File: src/rtl/ecliptic_fp_misc_unit.sv
// Binary32 sign-injection, classification, compare and min/max unit with one-cycle registered results.
// Optional invalid-operation flag output nv is enabled by defining ECLIPTIC_FP_FLAGS_EN.
module ecliptic_fp_misc_unit (
    input  logic        clk,
    input  logic        nrst,
    input  logic        req,
    input  logic [31:0] src1,
    input  logic [31:0] src2,
    input  logic [1:0]  op,
    output logic        ack,
    output logic [31:0] res,
    output logic [9:0]  cls,
    output logic [31:0] minimum,
    output logic [31:0] maximum,
    output logic        lt,
    output logic        eq,
`ifdef ECLIPTIC_FP_FLAGS_EN
    output logic        nv,
`endif
    output logic        le
);

    localparam int unsigned DataW = 32;
    localparam int unsigned ExpW  = 8;
    localparam int unsigned FracW = 23;
    localparam int unsigned ClsW  = 10;
    localparam logic [DataW-1:0] CanonNan = 32'h7fc0_0000;

    // Field decode for both operands
    logic             sign1, sign2;
    logic [ExpW-1:0]  exp1, exp2;
    logic [FracW-1:0] frac1, frac2;
    logic [DataW-2:0] mag1, mag2;

    assign sign1 = src1[31];
    assign sign2 = src2[31];
    assign exp1  = src1[30:23];
    assign exp2  = src2[30:23];
    assign frac1 = src1[22:0];
    assign frac2 = src2[22:0];
    assign mag1  = src1[30:0];
    assign mag2  = src2[30:0];

    logic expMax1, expMax2, expZero1, fracZero1;
    logic isNan1, isNan2, bothZero;

    assign expMax1   = (exp1 == {ExpW{1'b1}});
    assign expMax2   = (exp2 == {ExpW{1'b1}});
    assign expZero1  = (exp1 == '0);
    assign fracZero1 = (frac1 == '0);
    assign isNan1    = expMax1 && (frac1 != '0);
    assign isNan2    = expMax2 && (frac2 != '0);
    assign bothZero  = (mag1 == '0) && (mag2 == '0);

    // Sign injection
    logic             injSign;
    logic [DataW-1:0] resNext;

    always_comb begin
        injSign = sign1;
        case (op)
            2'b00:   injSign = sign2;
            2'b01:   injSign = ~sign2;
            2'b10:   injSign = sign1 ^ sign2;
            default: injSign = sign1;
        endcase
        resNext = {injSign, mag1};
    end

    // Classification of src1, one-hot
    logic [ClsW-1:0] clsNext;

    always_comb begin
        clsNext = '0;
        if (expMax1) begin
            if (!fracZero1)
                clsNext[frac1[22] ? 9 : 8] = 1'b1;
            else
                clsNext[sign1 ? 0 : 7] = 1'b1;
        end else if (expZero1) begin
            if (fracZero1)
                clsNext[sign1 ? 3 : 4] = 1'b1;
            else
                clsNext[sign1 ? 2 : 5] = 1'b1;
        end else begin
            clsNext[sign1 ? 1 : 6] = 1'b1;
        end
    end

    // Ordered compare: zeros equal regardless of sign, NaN unordered
    logic ordLt, ordEq, anyNan;
    logic ltNext, eqNext, leNext;

    always_comb begin
        ordLt = 1'b0;
        ordEq = (src1 == src2);
        if (bothZero) begin
            ordLt = 1'b0;
            ordEq = 1'b1;
        end else if (sign1 != sign2) begin
            ordLt = sign1;
        end else if (!sign1) begin
            ordLt = (mag1 < mag2);
        end else begin
            ordLt = (mag1 > mag2);
        end
        anyNan = isNan1 || isNan2;
        ltNext = ordLt && !anyNan;
        eqNext = ordEq && !anyNan;
        leNext = ltNext || eqNext;
    end

    // Min/max: -0 orders below +0, ties return src1
    logic             totLt, totEq;
    logic [DataW-1:0] minNext, maxNext;

    always_comb begin
        totLt   = bothZero ? (sign1 && !sign2) : ordLt;
        totEq   = bothZero ? (sign1 == sign2) : ordEq;
        minNext = (!totLt && !totEq) ? src2 : src1;
        maxNext = totLt ? src2 : src1;
        if (isNan1 && isNan2) begin
            minNext = CanonNan;
            maxNext = CanonNan;
        end else if (isNan1) begin
            minNext = src2;
            maxNext = src2;
        end else if (isNan2) begin
            minNext = src1;
            maxNext = src1;
        end
    end

    // Result registers; hold when no request
    always_ff @(posedge clk or posedge nrst) begin
        if (nrst) begin
            ack     <= 1'b0;
            res     <= '0;
            cls     <= '0;
            minimum <= '0;
            maximum <= '0;
            lt      <= 1'b0;
            eq      <= 1'b0;
            le      <= 1'b0;
        end else begin
            ack <= req;
            if (req) begin
                res     <= resNext;
                cls     <= clsNext;
                minimum <= minNext;
                maximum <= maxNext;
                lt      <= ltNext;
                eq      <= eqNext;
                le      <= leNext;
            end
        end
    end

`ifdef ECLIPTIC_FP_FLAGS_EN
    // Any NaN input is invalid for at least one of the compare/min/max flavours
    always_ff @(posedge clk or posedge nrst) begin
        if (nrst)
            nv <= 1'b0;
        else if (req)
            nv <= anyNan;
    end
`endif

endmodule

File: config.mk
export PLATFORM = sky130hd
export DESIGN_NAME = ecliptic_fp_misc_unit
export DESIGN_NICKNAME = d
export VERILOG_FILES = /design/src/rtl/ecliptic_fp_misc_unit.sv
export SDC_FILE = /design/constraint.sdc
export NUM_CORES = 1
export LEC_CHECK = 0
export BUFFER_PORTS_ARGS = -buffer_cell sky130_fd_sc_hd__buf_4
export CAP_MARGIN = 20
export CORE_ASPECT_RATIO = 1.2
export CORE_MARGIN = 5
export CORE_UTILIZATION = 25
export CTS_BUF_LIST = sky130_fd_sc_hd__clkbuf_2 sky130_fd_sc_hd__clkbuf_4 sky130_fd_sc_hd__clkbuf_8
export CTS_CLUSTER_SIZE = 40
export DETAILED_ROUTE_END_ITERATION = 8
export GPL_ROUTABILITY_DRIVEN = 0
export SYNTH_ARGS = -nofsm -noshare
export SYNTH_HDL_FRONTEND = slang
export SYNTH_SLANG_ARGS = --single-unit
File: constraint.sdc
create_clock -name clk -period 6.45 [get_ports clk]
set_input_delay 0 -clock clk [delete_from_list [all_inputs] [get_ports clk]]
set_output_delay 0 -clock clk [all_outputs]
set_load 0.1 [all_outputs]
==> impl_metrics.py <==
metrics = {
    "sta": {
        "tns_ns": 0,
        "finalCritPeriodShare_pct": 59.40,
        "hold_viol": 0,
        "max_slew_margin_pct": 39.50,
        "final-setup-viol-count": 0,
        "grt_setup_unrepaired": "no",
        "clock_skew_ns": 0,
        "setup_ws_ns": 2.619,
        "worst_pin_slew_ns": 0.9053,
        "fmax_mhz": 261.0,
        "timing.final.max_slew_violations": 0,
        "min_period_ns": 3.831,
    },
    "die": {
        "coreArea_um2": 23970,
        "dieArea_um2": 27640,
        "die_y_um": 181.1,
        "rows": 62,
        "die_width_um": 152.6,
        "io_pins": 179,
        "initial_core_util_pct": 25.45,
    },
    "layout": {
        "area_delta_synth_final_pct": 40.33,
        "finalNonFillerCells": 1167,
        "fin_util_pct": 35.71,
        "multi_input_area_um2": 2928,
        "drive_above_1_share_pct": 29.43,
        "nets": 944,
        "seq_area_um2": 2753,
        "fill_cells": 2441,
    },
    "setup_path": {
        "critPathMaxStageDelay_ns": 0.75,
        "cp_num_buf_inv": 5,
        "crit_path_end_kind": "flip-flop",
        "path_class": "in -> reg",
        "path_max_fanout": 48,
        "crit_path_start_kind": "primary input",
        "critPathMostFrequentCell": "buf_4",
        "cp_slowest_cell": "o21a_2",
        "critical-path-top-delay-family": "buffers and inverters",
        "required_ns": 6.79,
        "crit_arrival_ns": 4.17,
        "r2r_slack_ns": 5.14,
        "path_cells": "dlygate4sd3_1, buf_4, nor4_1, nand4_1, nor2_1, or2_1, buf_4, o21a_2, buf_4, nand2_1, o221ai_1, dlygate4sd3_1",
    },
    "detailed_routing": {
        "first_pass_iters": 5,
        "routed-via-count": 5842,
        "totalWireLength_um": 23040,
        "drt_iter0_drc": 345,
        "ant_nets": 0,
        "drc_errors": 0,
        "via_per_inst": 5.006,
        "wl_per_cell_um": 19.74,
    },
    "grt": {
        "track_usage_pct": 16.56,
        "first_global_vias": 6055,
        "grt_max_degree": 69,
        "overflow": 0,
        "grt_pass1_wl_um": 36320,
        "antenna_found_initial": 1,
    },
    "synthesis": {
        "yosysSeqAreaShare_pct": 45.13,
        "syn_area_per_cell_um2": 9.791,
        "ys_async_sr_fraction_pct": 100.0,
        "ys_types": 53,
        "syn-num-nets": 725,
        "yosysWarnings": 0,
        "syn_inst": 623,
        "synth-edff-count": 0,
        "synth_ff_type": "dfrtp_1",
        "ys_seq_elements": 110,
        "synth_area_um2": 6100,
    },
    "placement": {
        "portBuffers": 178,
        "place_ws_ns": 3.095,
        "dp.final_hpwl_um": 16860,
        "place_inst": 1087,
    },
    "cts": {
        "cts.repair.resized": 0,
        "h-tree-depth": 3,
        "cts_root_buffer": "clkbuf_8",
        "post_cts_buffers": 0,
        "clkTransAtPathRegs_ns": 0.11,
        "clk_latency_ns": 0.39,
        "cts.sinks": 110,
        "numCtsBuffers": 9,
        "clockBufferDepth": 2,
        "tritoncts": "built",
    },
    "hold_path": {
        "hold_path_class": "in -> reg",
    },
    "power": {
        "ir_worst_vdd_uv": 127.9,
        "powerDensity_nw_per_um2": 286.6,
        "p_leak_nw": 4.007,
        "p_total_mw": 2.453,
    },
    "job": {
        "cap_violations": 0,
    },
    "outcome": {
        "outcome": "finished, final reports clean",
    },
}
[power by group]
group,internal [mW],switching [mW]
Combinational,0.273,0.906
Clock,0.181,0.263
Sequential,0.776,0.0542
[what timing repair did]
| item | 4_1_cts | 5_1_grt |
|---|---|---|
| endpoints found under the hold margin | 161 | 0 |
| hold buffers | 64 | 0 |
| endpoints found under the setup margin | 0 | 0 |
[state kept, by name (all words and copies together), names as in the netlist]
signal	cells
eq	1
lt	1
ack	1
cls	10
maximum	32
res	32
minimum	32
le	1
[cell usage after synthesis (all sizes together), types with 2 or more instances]
| cell type | instances | area share, % |
|---|---|---|
| nand2 | 58 | 3.6 |
| nor4 | 15 | 1.6 |
| or3 | 2 | 0.21 |
| clkbuf | 25 | 1.5 |
| a211o | 16 | 2.3 |
| a221o | 6 | 0.98 |
| a211oi | 3 | 0.45 |
| nand4 | 14 | 1.5 |
| nor2 | 27 | 1.7 |
| nand3 | 6 | 0.49 |
| nand2b | 9 | 0.92 |
| and2 | 7 | 0.72 |
| inv | 61 | 3.8 |
| buf | 18 | 1.8 |
| dfrtp | 110 | 45 |
| a311oi | 18 | 2.9 |
| o211ai | 3 | 0.37 |
| o21ai | 15 | 1.3 |
| o2bb2ai | 9 | 1.3 |
| o221ai | 23 | 3.3 |
| nor3 | 48 | 4.1 |
| mux2 | 30 | 5.5 |
| a22oi | 2 | 0.25 |
| or2 | 4 | 0.45 |
| o31ai | 2 | 0.25 |
| a22o | 2 | 0.29 |
| o21bai | 16 | 2.0 |
| a21oi | 28 | 2.3 |
| ha | 33 | 6.8 |
[worst reg2reg max path: stages (launching register included)]
cell and delay [ns]:
dfrtp_1 0.44, inv_1 0.07, o221ai_1 0.10, dlygate4sd3_1 0.60
[placed cells by master, fill, tap and decap left out, types with 7 or more instances in the layout]
cell type / n
a211o_1: 16
a21oi_1: 28
a311oi_1: 15
and2_1: 7
buf_4: 187
clkbuf_8: 9
dfrtp_1: 110
dlygate4sd3_1: 64
ha_1: 33
inv_1: 60
mux2_2: 30
nand2_1: 57
nand2b_1: 9
nand4_1: 13
nor2_1: 26
nor3_1: 46
nor4_1: 14
o21ai_0: 13
o21bai_1: 16
o221ai_1: 23
o2bb2ai_1: 9
[cells by family (layout without fill, tap and decap cells)]
family | Yosys count | in the layout | share of synthesized area [%]
adders and majority gates | 33 | 33 | 6.769
DFF | 110 | 110 | 45.13
other | 0 | 1 | 0
buffers and inverters | 105 | 328 | 7.118
muxes | 31 | 31 | 5.703
xor gates and xnor gates | 1 | 1 | 0.1436
AOI/OAI and AO/OA | 150 | 150 | 19.43
and+or+nand+nor | 193 | 193 | 15.71
[worst paths after layout]
path / start / end / cells after the start
min in group asynchronous: nrst / maximum[12] / 3
worst min-delay path: src2[1] / minimum[1] / 3
worst max register to register: minimum[31] / minimum[31] / 3
max in group asynchronous: nrst / minimum[18] / 4
worst min register to register: cls[8] / cls[8] / 2
worst max-delay path: src1[0] / minimum[31] / 12
[per-layer routing]
metal | up-vias | GRT usage [%] | wire, um
met4 | 0 | 4.135 | 348
met3 | 21 | 4.355 | 1668
li1 | 2720 | - | -
met1 | 2872 | 21.22 | 9640
met5 | - | 0 | 0
met2 | 229 | 27.90 | 11380
[cell type report]
class	instances	area share (%)
clock inverter	6	0.8478
multi-input combinational	408	34.21
timing repair buffer	251	23.89
clock buffer	9	1.447
inverter	62	2.748
tap	320	4.678
antenna	1	0.02924
sequential	110	32.16
[metrics by stage]
| step | instance area, um2 | hold WS [ns] |
|---|---|---|
| 6_report | 8559 | 0.01918 |
| 5_1_grt | 8559 | 0.02207 |
| 4_1_cts | 8557 | 0.001710 |
| 3_5_place_dp | 7720 | 0.2574 |
| 3_3_place_gp | 7720 | 0.2555 |
| 2_1_floorplan | 6100 | 0.03143 |
(Power assumes the default switching activity.)
